### src/rtl/booth_mult_seq.sv
// Sequential radix-4 Booth multiplier: one Booth digit retired per clock,
// signed or unsigned operands, registered product with a one-cycle done pulse.
module booth_mult_seq #(
  parameter int unsigned WIDTH = 32
) (
  input  logic               clk,
  input  logic               rst,
  input  logic               start,
  input  logic               is_signed,
  input  logic [WIDTH-1:0]   x,
  input  logic [WIDTH-1:0]   y,
  output logic               busy,
  output logic               done,
  output logic [2*WIDTH-1:0] p
);

  localparam int unsigned EW   = WIDTH + 2;
  localparam int unsigned AW   = 2 * WIDTH + 2;
  localparam int unsigned HALF = WIDTH / 2;
  localparam int unsigned CW   = $clog2(HALF + 2);

  typedef enum logic [1:0] {IDLE, RUN, DONE} state_t;

  state_t        state;
  logic [AW-1:0] acc;
  logic [AW-1:0] xs;     // multiplicand, pre-shifted to the current digit weight
  logic [EW:0]   ybits;  // extended multiplier with the implicit y[-1]=0 at bit 0
  logic [CW-1:0] cnt;
  logic [CW-1:0] last;

  logic          sx_c;
  logic          sy_c;
  logic [2:0]    trip_c;
  logic [AW-1:0] pp_c;
  logic [AW-1:0] sum_c;

  // Booth digit decode and accumulate; arithmetic wraps modulo 2^AW
  always_comb begin
    sx_c   = is_signed & x[WIDTH-1];
    sy_c   = is_signed & y[WIDTH-1];
    trip_c = ybits[2:0];
    pp_c   = '0;
    case (trip_c)
      3'b001, 3'b010: pp_c = xs;
      3'b011:         pp_c = xs << 1;
      3'b100:         pp_c = -(xs << 1);
      3'b101, 3'b110: pp_c = -xs;
      default:        pp_c = '0;
    endcase
    sum_c = acc + pp_c;
  end

  always_ff @(posedge clk) begin
    if (rst) begin
      state <= IDLE;
      busy  <= 1'b0;
      done  <= 1'b0;
      p     <= '0;
      cnt   <= '0;
      acc   <= '0;
      xs    <= '0;
      ybits <= '0;
      last  <= '0;
    end else begin
      case (state)
        IDLE, DONE: begin
          done <= 1'b0;
          if (start) begin
            xs    <= {{(AW-WIDTH){sx_c}}, x};
            ybits <= {{2{sy_c}}, y, 1'b0};
            acc   <= '0;
            cnt   <= '0;
            // unsigned needs one extra digit to consume the zero-extended top bits
            last  <= is_signed ? CW'(HALF - 1) : CW'(HALF);
            busy  <= 1'b1;
            state <= RUN;
          end else begin
            state <= IDLE;
          end
        end
        RUN: begin
          acc   <= sum_c;
          xs    <= xs << 2;
          ybits <= ybits >> 2;
          cnt   <= cnt + CW'(1);
          if (cnt == last) begin
            p     <= sum_c[2*WIDTH-1:0];
            busy  <= 1'b0;
            done  <= 1'b1;
            state <= DONE;
          end
        end
        default: begin
          busy  <= 1'b0;
          done  <= 1'b0;
          state <= IDLE;
        end
      endcase
    end
  end

endmodule

### config.mk
export PLATFORM = sky130hd
export DESIGN_NAME = booth_mult_seq
export DESIGN_NICKNAME = d
export VERILOG_FILES = /design/src/rtl/booth_mult_seq.sv
export SDC_FILE = /design/constraint.sdc
export NUM_CORES = 1
export LEC_CHECK = 0
export BUFFER_PORTS_ARGS = -buffer_cell sky130_fd_sc_hd__buf_2
export CAP_MARGIN = 10
export CORE_MARGIN = 2
export CORE_UTILIZATION = 40
export CTS_BUF_LIST = sky130_fd_sc_hd__clkbuf_4 sky130_fd_sc_hd__clkbuf_8
export CTS_CLUSTER_SIZE = 25
export DETAILED_ROUTE_END_ITERATION = 8
export HOLD_SLACK_MARGIN = 0.03
export PLACE_DENSITY = 0.63
export SKIP_CTS_REPAIR_TIMING = 1
export SLEW_MARGIN = 40
export SYNTH_ARGS = -nofsm -noshare
export SYNTH_HDL_FRONTEND = slang
export SYNTH_SLANG_ARGS = --single-unit
export TNS_END_PERCENT = 50
### constraint.sdc
create_clock -name clk -period 5.4 [get_ports clk]
set_input_delay 0.54 -clock clk [delete_from_list [all_inputs] [get_ports clk]]
set_output_delay 0.54 -clock clk [all_outputs]
set_load 0.03 [all_outputs]
==> out/metrics.cfg <==
[timing]
tightest_slew_ns=0.757
finalMaxSlewViolations=0
achievable-frequency_mhz=194
setup-tns-final_ns=0
finalSetupViolations=0
fin_worst_skew_ns=0.0213
layout_min_cycle_time_ns=5.16
timing.final.crit_share=0.955
fin_hold_ws_ns=0.193
hold_viol=0
slew-limit-headroom=0.494

[route]
drt_drc_violations_left=0
total_vias_in_the_final_route=16400
antenna_left=0
drt_wl_total_um=54400
dr.first_iter.drc_count=1452
number_of_iterations_in_the_first_detailed_routing_pass=6
routedWlPerCell_um=19.2
routed_via_density=5.77

[setup_path]
crit_fanout=8
ff2ff_path_depth=22
worst_setup_path_start_kind=register
worst-endpoint-arrival_ns=5.68
worst_setup_path_end_kind=register
worst-endpoint-required_ns=5.92
cp-startpoint=xs[8]
rr_endpoint=p[61]
rrSetupSlack_ns=0.24
worstReg2RegStart=xs[8]
crit_path_end=p[61]
ws_path_type=register to register

[cells_and_area]
final_core_utilization=0.486
num-nets-final=2418
ratio_of_cells_with_drive_above_1_in_the_final_layout=0.203
mostFrequentLayoutCells=nand2_1 (314), dfxtp_1 (235), a21oi_1 (227)
layout_overhead_on_the_synthesized_area_pct=19.6
post_layout_nonfiller_instances=2835
fillCellCount=3911
final_design_area_no_fill_mm2=0.0188
most_common_cell_after_layout_fill_and_taps_aside=nand2_1

[synth]
yosys-top-cells-area=dfxtp_1 (30%), nand2_1 (7.5%), a21oi_1 (7.4%)
syn_nets=2260
synth_top_area_share=0.301
synth_seq_cells=237
synth_ff_type=dfxtp_1
synthesis.area_mm2=0.0157
synth.yosys.warnings=0
seq_area_frac_synth=0.301
asyncSetResetFlopFracSynth=0
synth_area_leader_cell=dfxtp_1
yosys_cell_types=76
syn_inst=2126
postSynthAreaPerCell_um2=7.40
synth_edf_count=0

[clock_network]
root_buffer=clkbuf_8
clock_insertion_delay_worst_skew_ns=0.60
cts_inserted_buffers=43
ctsLongestPathBuffers=3
cts_clock_pin_slew_for_the_worst_setup_and_hold_paths_ns=0.06
cts_tree=yes
cts_num_sinks=237
cts.htree.levels=2

[placement]
detailed_place_hpwl_um=39100
postPlaceCellArea_mm2=0.0176
routabilityCongestion=0.926
placement.io_buffers=133
placed_instances=2749

[pwr]
static-leakage-power_nw=7.76
vdd_ir_max_mv=0.191
pwr_density_mw_per_mm2=294

[floorplan]
chipWidth_um=202
die_y_um=202
die_area_mm2=0.0410
initial_core_utilization=0.406
rows=72
ioPinCount=134
fp.coreArea_mm2=0.0387

[hold_path]
hold-path-cell-count=3
worst_hold_startpoint=x[1]
worst_min_delay_path_category=input port to register

[grt]
pin_count_of_the_biggest_net_entering_global_routing=103
grt_usage=0.259
first_global_vias=15200
antenna_found_initial=2
grt_first_pass_wirelength_um=85300
globalRoute.totalOverflow=0

[outcome]
result_of_the_run=finished, final reports clean

[flow_run]
maxCapViolCount=0

cell families (layout without fill, tap and decap cells):
| kind of cell | count (synthesis) | in the layout | synth area share |
|---|---|---|---|
| AOI/OAI and AO/OA | 702 | 702 | 0.284 |
| xor gates and xnor gates | 150 | 150 | 0.0835 |
| adders and majority gates | 66 | 66 | 0.0529 |
| buffers and inverters | 228 | 418 | 0.0564 |
| DFF | 237 | 237 | 0.301 |
| muxes | 14 | 14 | 0.00954 |
| other | 0 | 1 | 0 |
| and+or+nand+nor | 729 | 729 | 0.212 |
critical path: stages, from the launching register on:
cell and delay [ns]:
dfxtp_1 0.35, nor4_2 0.28, buf_4 0.16, nand4_1 0.08
buf_4 0.18, buf_4 0.13, or3_1 0.39, buf_4 0.19
or4_1 0.46, nand2_1 0.11, xor2_1 0.15, o32a_1 0.15
o21ai_0 0.16, ha_1 0.48, nand4_1 0.22, nor4b_1 0.44
buf_4 0.20, o2111ai_1 0.18, nand2_1 0.15, a21oi_1 0.09
xnor2_1 0.30, nand2_1 0.09, a21oi_1 0.15
state kept, by name, summed over array words and instances, names as in the netlist:
signal / count
ybits: 34
p: 64
last: 2
acc: 64
done: 1
xs: 64
state: 2
busy: 1
cnt: 5
metrics by stage:
stage          setup WS (ns)  power, mW
6_report               0.243       5.53
2_1_floorplan          0.306       3.07
5_1_grt              -0.0199       5.83
3_3_place_gp          0.0945       3.67
3_5_place_dp         -0.0207       3.69
4_1_cts              -0.0296       5.52
cells in the mapped netlist, drive strengths merged, types with 9 or more instances:
cell type and n:
and2 9, a221oi 21, or3 20, clkbuf 180, o211ai 10, xor2 62
nand2 317, nor2 183, dfxtp 237, a21oi 232, and3 9, o21bai 11
a22o 29, a211oi 14, ha 65, xnor2 88, a21o 30, o221ai 10
o21ai 110, nor2b 10, buf 26, a22oi 114, or4 10, nand4 27
nor4 18, a31oi 29, o22ai 35, nor3 54, o21a 10, inv 21
nand3 36, nand2b 13
area by class of cell:
cell class | instances | area [µm²] | share of cell area
antenna | 1 | 2.50 | 0.000133
timing repair buffer | 319 | 2090 | 0.111
tap | 518 | 648 | 0.0344
clock buffer | 67 | 860 | 0.0457
sequential | 237 | 4750 | 0.252
clock inverter | 10 | 57.6 | 0.00306
multi-input combinational | 1661 | 10300 | 0.549
inverter | 22 | 82.6 | 0.00439
power breakdown:
group          internal [mW]  switching, mW  leakage [nW]
sequential              1.86         0.0928          1.93
clock                   1.01          0.797         0.484
combinational          0.666           1.10          5.35
total                   3.54           1.99          7.76
routing by layer:
layer / global-route usage / vias up / routed length [µm]
li1: - / 8000 / -
met1: 0.347 / 7747 / 24300
met2: 0.416 / 502 / 24900
met3: 0.0516 / 104 / 3520
met4: 0.0892 / 2 / 1710
met5: 0 / - / 9
worst min path at each step:
stage / slack, ns / endpoint
finish: 0.19 / xs[1]
global route: 0.20 / xs[1]
CTS: 0.15 / xs[1]
detailed placement: 0.44 / p[47]
global placement: 0.44 / p[60]
floorplan: 0.43 / acc[43]
Note: power is estimated with default switching activity, not from simulation.
